**src/rtl/sm3_pad_param_if.sv**
```systemverilog
// ============================================================================
// sm3_pad_param_if : message-in / padded-word-out bus of the SM3 padder
// Revision         : 1.0
// ============================================================================
`default_nettype none

interface sm3_pad_param_if #(
   parameter int DW = 32
) ();
   logic [DW-1:0]   msg_inpt_d;
   logic [DW/8-1:0] msg_inpt_vld_byte;
   logic            msg_inpt_vld;
   logic            msg_inpt_lst;
   logic            msg_inpt_rdy;
   logic            pad_otpt_ena;
   logic [DW-1:0]   pad_otpt_d;
   logic            pad_otpt_vld;
   logic            pad_otpt_lst;

   modport master (
      output msg_inpt_d, msg_inpt_vld_byte, msg_inpt_vld, msg_inpt_lst, pad_otpt_ena,
      input  msg_inpt_rdy, pad_otpt_d, pad_otpt_vld, pad_otpt_lst
   );

   modport slave (
      input  msg_inpt_d, msg_inpt_vld_byte, msg_inpt_vld, msg_inpt_lst, pad_otpt_ena,
      output msg_inpt_rdy, pad_otpt_d, pad_otpt_vld, pad_otpt_lst
   );
endinterface

`default_nettype wire

```
**src/rtl/sm3_pad_param.sv**
```systemverilog
// ============================================================================
// sm3_pad_param : SM3 padder, DW-bit message words in, padded 512-bit blocks out
// Revision      : 1.0
// ============================================================================
`default_nettype none

module sm3_pad_param #(
   parameter int DW = 32
) (
   input  logic            clk,
   input  logic            rst_n,
   sm3_pad_param_if.slave  bus
);
   localparam int NB  = DW / 8;
   localparam int WPB = 512 / DW;
   localparam int LW  = 64 / DW;
   localparam int WIW = $clog2(WPB);
   localparam int KW  = $clog2(NB + 1);

   localparam logic [1:0] ST_MSG   = 2'd0;
   localparam logic [1:0] ST_PAD80 = 2'd1;
   localparam logic [1:0] ST_ZERO  = 2'd2;
   localparam logic [1:0] ST_LEN   = 2'd3;

   localparam logic [WIW-1:0] WI_LAST_ZERO = WIW'(WPB - LW - 1);
   localparam logic [WIW-1:0] WI_LAST      = WIW'(WPB - 1);

   logic [1:0]     state_q, state_d;
   logic [WIW-1:0] wi_q, wi_d;
   logic [60:0]    bytes_q, bytes_d;
   logic [DW-1:0]  dat_q, dat_d;
   logic           vld_q, vld_d;
   logic           lst_q, lst_d;

   logic           adv;
   logic           in_rdy;
   logic           in_fire;
   logic [1:0]     after_pad;
   logic [63:0]    len_bits;
   logic [DW-1:0]  len_word;
   logic [DW-1:0]  last_word;
   logic [KW-1:0]  k;
   logic           run;

   assign adv       = !vld_q || bus.pad_otpt_ena;
   // A stalled or departing final word blocks the next message for one cycle.
   assign in_rdy    = rst_n && (state_q == ST_MSG) && (!vld_q || (bus.pad_otpt_ena && !lst_q));
   assign in_fire   = bus.msg_inpt_vld && in_rdy;
   assign after_pad = (wi_q == WI_LAST_ZERO) ? ST_LEN : ST_ZERO;
   assign len_bits  = {bytes_q, 3'b000};

   generate
      if (DW == 64) begin : g_len64
         assign len_word = len_bits;
      end else begin : g_len32
         assign len_word = wi_q[0] ? len_bits[31:0] : len_bits[63:32];
      end
   endgenerate

   always_comb begin
      k   = '0;
      run = 1'b1;
      for (int i = 0; i < NB; i++) begin
         if (run && bus.msg_inpt_vld_byte[NB-1-i]) begin
            k = KW'(i + 1);
         end else begin
            run = 1'b0;
         end
      end
   end

   always_comb begin
      last_word = '0;
      for (int i = 0; i < NB; i++) begin
         if (i < int'(k)) begin
            last_word[DW-1-8*i -: 8] = bus.msg_inpt_d[DW-1-8*i -: 8];
         end else if (i == int'(k)) begin
            last_word[DW-1-8*i -: 8] = 8'h80;
         end
      end
   end

   always_comb begin
      state_d = state_q;
      wi_d    = wi_q;
      bytes_d = bytes_q;
      dat_d   = dat_q;
      vld_d   = vld_q;
      lst_d   = lst_q;
      if (adv) begin
         vld_d = 1'b0;
         lst_d = 1'b0;
         case (state_q)
            ST_MSG: begin
               if (in_fire) begin
                  vld_d = 1'b1;
                  wi_d  = wi_q + WIW'(1);
                  if (!bus.msg_inpt_lst) begin
                     dat_d   = bus.msg_inpt_d;
                     bytes_d = bytes_q + 61'(NB);
                  end else begin
                     dat_d   = last_word;
                     bytes_d = bytes_q + 61'(k);
                     state_d = (k == KW'(NB)) ? ST_PAD80 : after_pad;
                  end
               end
            end
            ST_PAD80: begin
               dat_d   = {8'h80, {(DW-8){1'b0}}};
               vld_d   = 1'b1;
               wi_d    = wi_q + WIW'(1);
               state_d = after_pad;
            end
            ST_ZERO: begin
               dat_d = '0;
               vld_d = 1'b1;
               wi_d  = wi_q + WIW'(1);
               if (wi_q == WI_LAST_ZERO) begin
                  state_d = ST_LEN;
               end
            end
            ST_LEN: begin
               dat_d = len_word;
               vld_d = 1'b1;
               wi_d  = wi_q + WIW'(1);
               if (wi_q == WI_LAST) begin
                  lst_d   = 1'b1;
                  bytes_d = '0;
                  state_d = ST_MSG;
               end
            end
            default: state_d = ST_MSG;
         endcase
      end
   end

   always_ff @(posedge clk) begin
      if (!rst_n) begin
         state_q <= ST_MSG;
         wi_q    <= '0;
         bytes_q <= '0;
         dat_q   <= '0;
         vld_q   <= 1'b0;
         lst_q   <= 1'b0;
      end else begin
         state_q <= state_d;
         wi_q    <= wi_d;
         bytes_q <= bytes_d;
         dat_q   <= dat_d;
         vld_q   <= vld_d;
         lst_q   <= lst_d;
      end
   end

   assign bus.msg_inpt_rdy = in_rdy;
   assign bus.pad_otpt_d   = dat_q;
   assign bus.pad_otpt_vld = vld_q;
   assign bus.pad_otpt_lst = lst_q;

endmodule

`default_nettype wire

```
**src/flat_wrapper.sv**
```systemverilog
// flat-port wrapper written by rule: the top's interface ports become plain ports
module sm3_pad_param_flat 
#(
   parameter int DW = 32
)
  (clk, rst_n, bus_msg_inpt_d, bus_msg_inpt_vld_byte, bus_msg_inpt_vld, bus_msg_inpt_lst, bus_pad_otpt_ena, bus_msg_inpt_rdy, bus_pad_otpt_d, bus_pad_otpt_vld, bus_pad_otpt_lst);
  sm3_pad_param_if #(.DW(DW)) bus_i ();
  input  logic clk;
  input  logic rst_n;
  input wire logic [$bits(bus_i.msg_inpt_d)-1:0] bus_msg_inpt_d;
  input wire logic [$bits(bus_i.msg_inpt_vld_byte)-1:0] bus_msg_inpt_vld_byte;
  input wire logic [$bits(bus_i.msg_inpt_vld)-1:0] bus_msg_inpt_vld;
  input wire logic [$bits(bus_i.msg_inpt_lst)-1:0] bus_msg_inpt_lst;
  input wire logic [$bits(bus_i.pad_otpt_ena)-1:0] bus_pad_otpt_ena;
  output wire logic [$bits(bus_i.msg_inpt_rdy)-1:0] bus_msg_inpt_rdy;
  output wire logic [$bits(bus_i.pad_otpt_d)-1:0] bus_pad_otpt_d;
  output wire logic [$bits(bus_i.pad_otpt_vld)-1:0] bus_pad_otpt_vld;
  output wire logic [$bits(bus_i.pad_otpt_lst)-1:0] bus_pad_otpt_lst;
  assign bus_i.msg_inpt_d = bus_msg_inpt_d;
  assign bus_i.msg_inpt_vld_byte = bus_msg_inpt_vld_byte;
  assign bus_i.msg_inpt_vld = bus_msg_inpt_vld;
  assign bus_i.msg_inpt_lst = bus_msg_inpt_lst;
  assign bus_i.pad_otpt_ena = bus_pad_otpt_ena;
  assign bus_msg_inpt_rdy = bus_i.msg_inpt_rdy;
  assign bus_pad_otpt_d = bus_i.pad_otpt_d;
  assign bus_pad_otpt_vld = bus_i.pad_otpt_vld;
  assign bus_pad_otpt_lst = bus_i.pad_otpt_lst;
  sm3_pad_param #(.DW(DW)) u_core (.clk(clk), .rst_n(rst_n), .bus(bus_i));
endmodule
```
**config.mk**
```make
export PLATFORM = sky130hd
export DESIGN_NAME = sm3_pad_param_flat
export DESIGN_NICKNAME = d
export VERILOG_FILES = /design/src/rtl/sm3_pad_param_if.sv /design/src/rtl/sm3_pad_param.sv /design/src/flat_wrapper.sv
export SDC_FILE = /design/constraint.sdc
export NUM_CORES = 1
export LEC_CHECK = 0
export ABC_AREA = 1
export BUFFER_PORTS_ARGS = -buffer_cell sky130_fd_sc_hd__clkbuf_2
export CORE_UTILIZATION = 35
export CTS_CLUSTER_SIZE = 24
export DETAILED_ROUTE_END_ITERATION = 8
export GPL_ROUTABILITY_DRIVEN = 1
export HOLD_SLACK_MARGIN = 0.06
export SLEW_MARGIN = 20
export SYNTH_ARGS = -nofsm -noshare
export SYNTH_HDL_FRONTEND = slang
export SYNTH_SLANG_ARGS = --single-unit
```
**constraint.sdc**
```tcl
create_clock -name clk -period 3.9 [get_ports clk]
set_input_delay 0.39 -clock clk [delete_from_list [all_inputs] [get_ports clk]]
set_output_delay 0.39 -clock clk [all_outputs]
set_load 0.005 [all_outputs]
```
# ---- Yosys cells after proc, flatten, opt, wreduce, memory -nomap -nowiden
# Index checks and enable logic that the tools add are counted.
dict set report totals {
  word_cells 80
  reg_bits 101
  input_bits 41
}
dict set report classes {
  n_reduce_logical 18
  eq_ne 13
  muxes 36
  order_cmp 4
  add_sub_neg 3
}
# cell count
set op_table {}
lappend op_table {{61-bit two-way mux} 3}
lappend op_table {{32-bit one-hot mux with 4 select lines} 1}
lappend op_table {{61-bit one-hot mux with 2 select lines} 1}
lappend op_table {{32-bit two-way mux} 3}
lappend op_table {{8-bit two-way mux} 8}
lappend op_table {{61-bit by 3-bit adder with 61-bit output} 1}
lappend op_table {{61-bit by 3-bit adder with 61-bit output, second input constant} 1}
lappend op_table {{2-bit two-way mux} 5}
lappend op_table {{3-bit two-way mux} 3}
lappend op_table {{4-bit equality test, second input constant} 2}
lappend op_table {{1-bit two-way mux} 8}
lappend op_table {{2-bit one-hot mux with 4 select lines} 1}
lappend op_table {{4-bit one-hot mux with 2 select lines} 1}
lappend op_table {{1-bit logical AND} 7}
lappend op_table {{3-bit equality test, first input constant} 2}
lappend op_table {{1-bit by 3-bit less-than comparator with 1-bit output, first input constant} 2}
lappend op_table {{2-bit by 3-bit less-than comparator with 1-bit output, first input constant} 2}
lappend op_table {{2-bit by 1-bit != test with 1-bit output, second input constant} 3}
lappend op_table {{5-bit AND reduction} 1}
lappend op_table {{4-bit by 1-bit adder with 4-bit output, second input constant} 1}
lappend op_table {{2-bit equality test, second input constant} 2}
lappend op_table {{4-bit two-way mux} 1}
lappend op_table {{4-bit AND reduction} 1}
lappend op_table {{2-bit by 3-bit equality test with 1-bit output, first input constant} 1}
lappend op_table {{11 further kinds} 13}

# ---- Longest topological paths before layout
# Gate-level depths: netlist of run 1.
dict set report depth {
  word_depth 13
  depth_mapped 17
  depth_no_buf 17
}

# ---- Least setup slack after synthesis of run 1
# OpenSTA, ideal clock, no wires.
dict set report synth_timing {
  path_kind {input -> register}
  start {input port bus_msg_inpt_vld_byte[1]}
  end {register u_core.bytes_q[6]}
  slack_ps 1470
  stages 15
  t_required_ps 3779
  path_buffers 0
  t_arrival_ps 2309
  cell_sequence {inv_1 nor3_1 a211oi_1 ha_1 fa_1 nand2_1 nand2_1 nand2_1 nand2_1 nand2_1 inv_1 nand2_1 nor2_2 o21ai_0 a21oi_1}
}
dict set report synth_via {
  elab_chain_cells 8
}
# element line_no
set synth_lines {}
lappend synth_lines {{from (decl)} flat_wrapper.sv:11} ;# input wire logic [$bits(bus_i.msg_inpt_vld_byte)-1:0] bus_msg_inpt_vld_byte;
lappend synth_lines {{1-bit logical AND *} sm3_pad_param.sv:64} ;# if (run && bus.msg_inpt_vld_byte[NB-1-i]) begin
lappend synth_lines {{1-bit two-way mux} sm3_pad_param.sv:64}
lappend synth_lines {{1-bit logical AND} sm3_pad_param.sv:64}
lappend synth_lines {{3-bit two-way mux *} sm3_pad_param.sv:64}
lappend synth_lines {{61-bit by 3-bit adder with 61-bit output *} sm3_pad_param.sv:103} ;# bytes_d = bytes_q + 61'(k);
lappend synth_lines {{61-bit two-way mux *} sm3_pad_param.sv:98} ;# if (!bus.msg_inpt_lst) begin
lappend synth_lines {{61-bit two-way mux *} sm3_pad_param.sv:95} ;# if (in_fire) begin
lappend synth_lines {{61-bit one-hot mux with 2 select lines *} sm3_pad_param.sv:93} ;# case (state_q)
lappend synth_lines {{to (signal assigned)} sm3_pad_param.sv:148} ;# bytes_q <= bytes_d;
lappend synth_lines {{to (decl)} sm3_pad_param.sv:30} ;# logic [60:0] bytes_q, bytes_d;
# Mark *: on every way between the ends. The rest lies on a longest branch, timed or not. The select of a mux whose other input is x is not followed.
# A chain may end at the register's enable or synchronous reset.

# ---- Worst setup path in the final report of run 1
dict set report layout_timing {
  start {register u_core.state_q[0]}
  end {register u_core.bytes_q[34]}
}
dict set report layout_via {
  elab_chain_cells 6
}
# element line_no
set layout_lines {}
lappend layout_lines {{from (decl)} sm3_pad_param.sv:28} ;# logic [1:0] state_q, state_d;
lappend layout_lines {{from (signal assigned)} sm3_pad_param.sv:146} ;# state_q <= state_d;
lappend layout_lines {{2-bit logical NOT} {sm3_pad_param.sv:47, sm3_pad_param.sv:93}}
lappend layout_lines {{1-bit logical AND (2 in series)} sm3_pad_param.sv:47} ;# assign in_rdy = rst_n && (state_q == ST_MSG) && (!vld_q || (bus.pad_otpt_ena && !lst_q));
lappend layout_lines {{1-bit logical AND} sm3_pad_param.sv:48} ;# assign in_fire = bus.msg_inpt_vld && in_rdy;
lappend layout_lines {{2-bit by 1-bit != test with 1-bit output (no line)} n/a}
lappend layout_lines {{4-bit AND reduction (no line)} n/a}
# Parallel ways exist; a longest one is shown, timed or not.

==> out/metrics.yaml, run 1 <==
setup_path:
  critPathLaunchType: "flop"
  startpoint: "u_core.state_q[0]"
  critical_path_class: "reg2reg"
  cp.required_ps: 4170
  endpoint_kind: "flop"
  cp_max_fo: 27
  reg2regPathDepth: 13
  r2r_start: "u_core.state_q[0]"
  crit_arrival_ps: 2870
synth:
  syn_nets: 1129
  synthMuxAreaShare_pct: 0
  synth_top_family_by_area: "simple AND/OR/NAND/NOR gates"
  ys_seq_area_share_pct: 31.31
  synth_xor_area_share_pct: 0.1356
  syn_area_sq_mm: 0.006459
  synthDistinctLibCells: 36
  ys_ff_latch: 101
  synth_compound_area_share_pct: 17.96
  ys_warn_count: 0
  avgSynthCellArea_sq_um: 6.008
  synthCells: 1075
  synth_adder_area_share_pct: 2.635
  synth-simple-area-share_pct: 40.18
route:
  num_vias: 7226
  wl_mm: 23.15
  routed-wl-met2_mm: 10.12
  drtIter0Drc: 701
  via_per_inst: 5.278
  wl_met3_mm: 1.800
  highest_layer: "met5"
  drt-met1-wl_mm: 10.66
  antenna_left: 0
  wl_per_cell_um: 16.91
  drc: 0
  drt_first_pass_iters: 6
timing:
  holdWs_ps: 264.0
  rsz0062_at_grt: "false"
  slew_headroom_pct: 39.36
  max_freq_mhz: 384.7
  period_needed_ps: 2599
  finalCritPeriodShare_pct: 66.65
  setup_viol: 0
  slew_violations: 0
  tns_ps: 0
  finClkSkew_ps: 10.92
  hold_viol: 0
  worstMarginPinSlew_ps: 908.7
pwr:
  power_density_mw_per_mm2: 516.4
  vdd_ir_drop_max_mv: 0.5216
  power_leakage_nw: 2.904
hold_path:
  worstHoldPathType: "in2reg"
  hp-start: "bus_msg_inpt_d[29]"
  hold_depth: 3
floorplan:
  io_pins: 76
  row_count: 49
  dieWidth_um: 137.8
  core_sq_mm: 0.01802
  die_area_sq_mm: 0.01900
  initial_core_util_pct: 35.83
  die_h_um: 137.8
clocking:
  hold_buffers: 0
  root_buffer: "clkbuf_16"
  cts_max_level: 3
  max-clock-path-buffers: 2
  cts_sinks: 101
  clk-insertion-delay-late_ps: 370
  cts_repair_resize_count: 0
  post-cts-setup-buffers: 0
  clk_pin_slew_ps: 80
  cts_tree: "done"
  numCtsBuffers: 9
final_layout:
  area.growth.synth_to_final_pct: 13.60
  fill_cells: 2000
  drive_above_1_share_pct: 11.49
  final_util_pct: 40.71
  insertedDiodeCount: 0
  layout_commonest_cell: "nand2_1"
  final_cell_mix: "286 x nand2_1, 205 x nor2_1, 101 x dfxtp_1"
  nNetsFinal: 1189
placed_design:
  place_congestion: 0.9587
  io_buffers: 75
  post-dp-hpwl_mm: 17.84
global_route:
  grt_pass1_wl_mm: 35.22
  grt_max_degree: 63
  antenna_found_initial: 1
  track_usage_pct: 24.91
  grt_pass1_vias: 6292
  grt-ovfl-total: 0
flow_run:
  cap_viol_max_count: 0
run_status:
  status: "completed"
critical path: stages, from the launching register on:
cell and delay (ps):
dfxtp_1 330, inv_1 130, ha_1 280, nand2_1 120, inv_2 50, nand3_1 110
nand2_2 170, nand3_4 420, inv_2 390, nand2_1 140, nor2_1 170, nand2_1 70
nand2_1 60, nor2_1 40
registers in the layout, indices dropped and copies added, names as in the netlist:
register                 count
u_core.bus.pad_otpt_d       32
u_core.state_q               2
u_core.bytes_q              61
u_core.bus.pad_otpt_lst      1
u_core.bus.pad_otpt_vld      1
u_core.wi_q                  4
metrics by stage:
| stage | cells | setup WS, ps | area, sq um | power (W) |
|---|---|---|---|---|
| floorplan | 1075 | 1470 | 6459 | 0.002401 |
| global placement | 1353 | 1036 | 7030 | 0.002833 |
| detailed placement | 1353 | 976.3 | 7030 | 0.002839 |
| CTS | 1369 | 1281 | 7337 | 0.003805 |
| global route | 1369 | 1044 | 7337 | 0.004042 |
| finish | 1369 | 1301 | 7337 | 0.003789 |
metal layers:
layer / track usage, % / up-vias
met1: 34.16 / 3251
met3: 3.974 / 42
met5: 0 / -
li1: - / 3643
met2: 39.28 / 288
met4: 8.575 / 2
final timing paths:
check	slack, ps	to
setup reg to reg	1300	u_core.bytes_q[34]
setup / recovery	1300	u_core.bytes_q[34]
hold reg to reg	470	u_core.bus.pad_otpt_d[0]
hold / removal	260	u_core.bus.pad_otpt_d[29]
cell families (layout without fill, tap and decap cells):
| family | Yosys count | count (layout) |
|---|---|---|
| buffers and inverters | 124 | 189 |
| xor gates and xnor gates | 1 | 1 |
| adders and majority gates | 13 | 13 |
| AOI/OAI and AO/OA | 208 | 208 |
| and+or+nand+nor | 628 | 628 |
| DFF | 101 | 101 |
report_power, final:
group | switching, W | leakage [nW] | internal (W)
registers | 0.000131 | 0.822 | 0.00119
logic | 0.00104 | 1.93 | 0.000455
clock network | 0.000459 | 0.152 | 0.000509
synth_stat cells:
| library cell | count | area [sq um] |
|---|---|---|
| o41ai_1 | 1 | 8.760 |
| a31oi_1 | 24 | 150.1 |
| o22ai_1 | 2 | 12.51 |
| ha_1 | 12 | 150.1 |
| o21ai_1 | 4 | 20.02 |
| buf_6 | 1 | 11.26 |
| nand2_1 | 286 | 1074 |
| inv_2 | 4 | 15.01 |
| a21oi_2 | 1 | 8.760 |
| a211oi_1 | 3 | 22.52 |
| buf_4 | 4 | 30.03 |
| o21ai_0 | 74 | 370.4 |
| a22oi_1 | 1 | 7.510 |
| buf_2 | 12 | 60.06 |
| dfxtp_1 | 101 | 2022 |
| nor3b_1 | 3 | 22.52 |
| buf_1 | 2 | 7.510 |
| clkbuf_1 | 16 | 60.06 |
| nand3_1 | 87 | 435.4 |
| nor2_2 | 18 | 112.6 |
| nor3_1 | 15 | 75.07 |
| nor2_4 | 1 | 11.26 |
| xnor2_1 | 1 | 8.760 |
| nand3b_1 | 2 | 15.01 |
| fa_1 | 1 | 20.02 |
| nand4_1 | 7 | 43.79 |
| nand3_4 | 1 | 17.52 |
| o211ai_1 | 12 | 90.09 |
| a32oi_1 | 1 | 8.760 |
| clkinv_1 | 2 | 7.510 |
| o21a_1 | 11 | 82.58 |
| a21oi_1 | 72 | 360.4 |
| nor2_1 | 205 | 769.5 |
| inv_1 | 83 | 311.6 |
| nand2_2 | 3 | 18.77 |
| o21ai_2 | 2 | 17.52 |
area by class of cell:
type,count,area [sq um],area share [%]
multi-input combinational,850,3945,53.77
sequential,101,2022,27.56
timing repair buffer,84,442.9,6.037
inverter,89,334.1,4.553
tap,229,286.5,3.905
clock buffer,9,225.2,3.070
clock inverter,7,81.33,1.108
(Power assumes the default switching activity.)
==> run 2: changes to the inputs <==
- ABC_AREA: 1 -> 0
- clock period: 3.9 -> 2.4 ns (I/O delays scaled with it)
==> run 2 against run 1 <==
Fmax up 15%. Worst hold slack worse by 120 ps. Global-route usage down 4.2 points. Area after synthesis down 15%. Count of clock-buffer cells in the layout up 2. Flip-flop and latch count unchanged. Routed wire length down 29%. Via count down 22%. Critical path depth down 5. Cell area down 6.7%. Cell count down 26%. Utilization up 4.0 points.
==> out/metrics.yaml, run 2 <==
timing:
  finClkSkew_ps: 6.740  # was 10.92 ps
  finalCritPeriodShare_pct: 93.94  # was 66.65%
  slew_headroom_pct: 59.56  # was 39.36%
  slew_violations: 0  # unchanged
  hold_viol: 0  # unchanged
  tns_ps: 0  # unchanged
  worst_slack_ps: 145.3  # was 1301 ps
  rsz0062_at_grt: "false"  # unchanged
  worstMarginPinSlew_ps: 606.6  # was 908.7 ps
  max_freq_mhz: 443.5  # was 384.7 MHz
  period_needed_ps: 2255  # was 2599 ps
  setup_viol: 0  # unchanged
floorplan:
  die_area_sq_mm: 0.01628  # was 0.01900 sq mm
  row_count: 45  # was 49
  initial_core_util_pct: 36.05  # was 35.83%
  dieWidth_um: 127.6  # was 137.8 um
  core_sq_mm: 0.01531  # was 0.01802 sq mm
  io_pins: 76  # unchanged
  die_h_um: 127.6  # was 137.8 um
setup_path:
  endpoint_kind: "flop"  # unchanged
  r2r_start: "u_core.state_q[0]"  # unchanged
  critPathCapture: "u_core.bytes_q[9]"  # was u_core.bytes_q[34]
  r2r_slack_ps: 150  # was 1300 ps
  reg2regPathDepth: 8  # was 13
  startpoint: "u_core.state_q[0]"  # unchanged
  cp_max_fo: 8  # was 27
  r2r_end: "u_core.bytes_q[9]"  # was u_core.bytes_q[34]
  crit_arrival_ps: 2550  # was 2870 ps
  critPathLaunchType: "flop"  # unchanged
  cp.required_ps: 2690  # was 4170 ps
  critical_path_class: "reg2reg"  # unchanged
final_layout:
  regMostFlops: "u_core.bytes_q"  # unchanged
  largest_reg_flops: 61  # unchanged
  nNetsFinal: 845  # was 1,189
  insertedDiodeCount: 0  # unchanged
  drive_above_1_share_pct: 20.73  # was 11.49%
  fill_cells: 1553  # was 2,000
  area.growth.synth_to_final_pct: 23.95  # was 13.60%
  final_area_sq_mm: 0.006844  # was 0.007337 sq mm
  layout_commonest_cell: "dfxtp_1"  # was nand2_1
  final_cell_mix: "98 x dfxtp_1, 92 x a21oi_1, 78 x nor2_1"  # was 286 x nand2_1, 205 x nor2_1, 101 x dfxtp_1
hold_path:
  worstHoldPathType: "in2reg"  # unchanged
global_route:
  track_usage_pct: 20.70  # was 24.91%
  grt_max_degree: 52  # was 63
  grt_pass1_vias: 5310  # was 6,292
  antenna_found_initial: 0  # was 1
  grt-ovfl-total: 0  # unchanged
  grt_pass1_wl_mm: 26.69  # was 35.22 mm
pwr:
  power_density_mw_per_mm2: 615.2  # was 516.4 mW/mm^2
  power_leakage_nw: 2.493  # was 2.904 nW
  vdd_ir_drop_max_mv: 0.3211  # was 0.5216 mV
flow_run:
  cap_viol_max_count: 0  # unchanged
route:
  antenna_left: 0  # unchanged
  drt_first_pass_iters: 5  # was 6
  wl_per_cell_um: 16.29  # was 16.91 um
  num_vias: 5613  # was 7,226
  drc: 0  # unchanged
  drtIter0Drc: 425  # was 701
  via_per_inst: 5.574  # was 5.278
  wl_mm: 16.40  # was 23.15 mm
synth:
  async_reset_ff_share_pct: 0  # unchanged
  ys_seq_area_share_pct: 36.62  # was 31.31%
  ys_ff_latch: 101  # unchanged
  synth.most_common_cell: "dfxtp_1"  # was nand2_1
  synth_top_cell_by_area: "dfxtp_1"  # unchanged
  ys_warn_count: 0  # unchanged
  ys.flop_type: "dfxtp_1"  # unchanged
  ys_top_cells_by_area: "dfxtp_1 37%, a21oi_1 8.3%, mux2i_1 5.4%"  # was dfxtp_1 31%, nand2_1 17%, nor2_1 12%
  syn_nets: 746  # was 1,129
  synthDistinctLibCells: 51  # was 36
  avgSynthCellArea_sq_um: 7.979  # was 6.008 sq um
  synthTopCellsByCount: "101 x dfxtp_1, 92 x a21oi_1, 78 x nor2_1"  # was 286 x nand2_1, 205 x nor2_1, 101 x dfxtp_1
  synthCells: 692  # was 1,075
  synth_edf_count: 0  # unchanged
  syn_area_sq_mm: 0.005522  # was 0.006459 sq mm
  synth_top_area_share_pct: 36.62  # was 31.31%
placed_design:
  place_congestion: 0.8783  # was 0.9587
  io_buffers: 75  # unchanged
  place_area_sq_mm: 0.006452  # was 0.007030 sq mm
  post-dp-hpwl_mm: 12.36  # was 17.84 mm
  dp_slack_ps: -88.27  # was 976.3 ps
clocking:
  cts_max_level: 3  # unchanged
  hold_buffers: 0  # unchanged
  root_buffer: "clkbuf_16"  # unchanged
  max-clock-path-buffers: 2  # unchanged
  clk_pin_slew_ps: 70  # was 80 ps
  clk-insertion-delay-late_ps: 350  # was 370 ps
  cts_tree: "done"  # unchanged
  numCtsBuffers: 9  # unchanged
  cts_sinks: 101  # unchanged
run_status:
  status: "completed"  # unchanged
run 2: changes by cell type after synthesis, sizes merged, moves of 25 or more:
cell / before / now
inv: 87 / 15
mux2i: 0 / 30
nand2: 289 / 39
nand3: 88 / 27
nand4: 7 / 33
nor2: 224 / 78
o21ai: 80 / 32
o31ai: 0 / 25
run 2: what timing repair did:
action,CTS,global route
pin swaps,0,2
gates resized for setup,0,6
setup buffers,0,5
endpoints found under the setup margin,1,55
run 2: power breakdown:
part           switching (W)  internal (W)
combinational       0.000413      0.000326
clock               0.000665      0.000973
sequential         0.0000612       0.00177
run 2: critical path, cell delays in order, from the launching register on:
cell      delay (ps)
dfxtp_2          360
ha_1             250
nand4_2          200
a222oi_1         350
buf_4            220
nand4_1          180
buf_4            190
or3_1            300
a21oi_1          140
run 2: logic make-up after synthesis:
family                   Yosys count  synth area share (%)
AO/OA/AOI/OAI                    203                 22.46
XOR/XNOR                          14                 2.221
adder cells (fa/ha/maj)           13                 3.082
buffers and inverters             61                 4.305
flip-flops                       101                 36.62
multiplexers                      32                 5.846
AND/OR/NAND/NOR                  268                 25.47
run 2: how the worst min path moves through the flow:
| stage | start | end | slack [ps] | cells past startpoint |
|---|---|---|---|---|
| finish | bus_msg_inpt_vld | u_core.bus.pad_otpt_vld | 150 | 3 |
| global route | bus_msg_inpt_vld | u_core.bus.pad_otpt_vld | 170 | 3 |
| CTS | bus_msg_inpt_vld | u_core.bus.pad_otpt_vld | 140 | 3 |
| detailed placement | u_core.bus.pad_otpt_d[31] | u_core.bus.pad_otpt_d[31] | 460 | 2 |
| global placement | u_core.bus.pad_otpt_d[31] | u_core.bus.pad_otpt_d[31] | 460 | 2 |
| floorplan | bus_msg_inpt_vld | u_core.bus.pad_otpt_vld | 400 | 2 |
run 2: layout make-up:
class	count	area [sq um]	share of cell area, %
sequential	101	2026	29.60
inverter	15	56.30	0.8227
clock inverter	5	81.33	1.188
multi-input combinational	530	3301	48.23
tap	211	264.0	3.857
clock buffer	11	252.7	3.693
timing repair buffer	134	863.3	12.61
run 2: through the flow:
stage / utilization (%) / cells / power, W / hold WS, ps
detailed placement: 42.13 / 986 / 0.002603 / 464.5
finish: 44.69 / 1007 / 0.004210 / 146.1
global route: 44.69 / 1007 / 0.004392 / 167.8
floorplan: - / 692 / 0.002311 / 401.8
global placement: 42.13 / 986 / 0.002583 / 456.6
CTS: 44.31 / 1002 / 0.004231 / 140.8
run 2: per-layer routing:
| layer | up-vias | global-route usage, % | share of wire (%) |
|---|---|---|---|
| met3 | 17 | 2.219 | 5.2 |
| met1 | 2652 | 27.34 | 47 |
| met4 | 0 | 8.028 | 1.9 |
| met2 | 163 | 34.65 | 46 |
| li1 | 2781 | - | - |
| met5 | - | 0 | 0 |
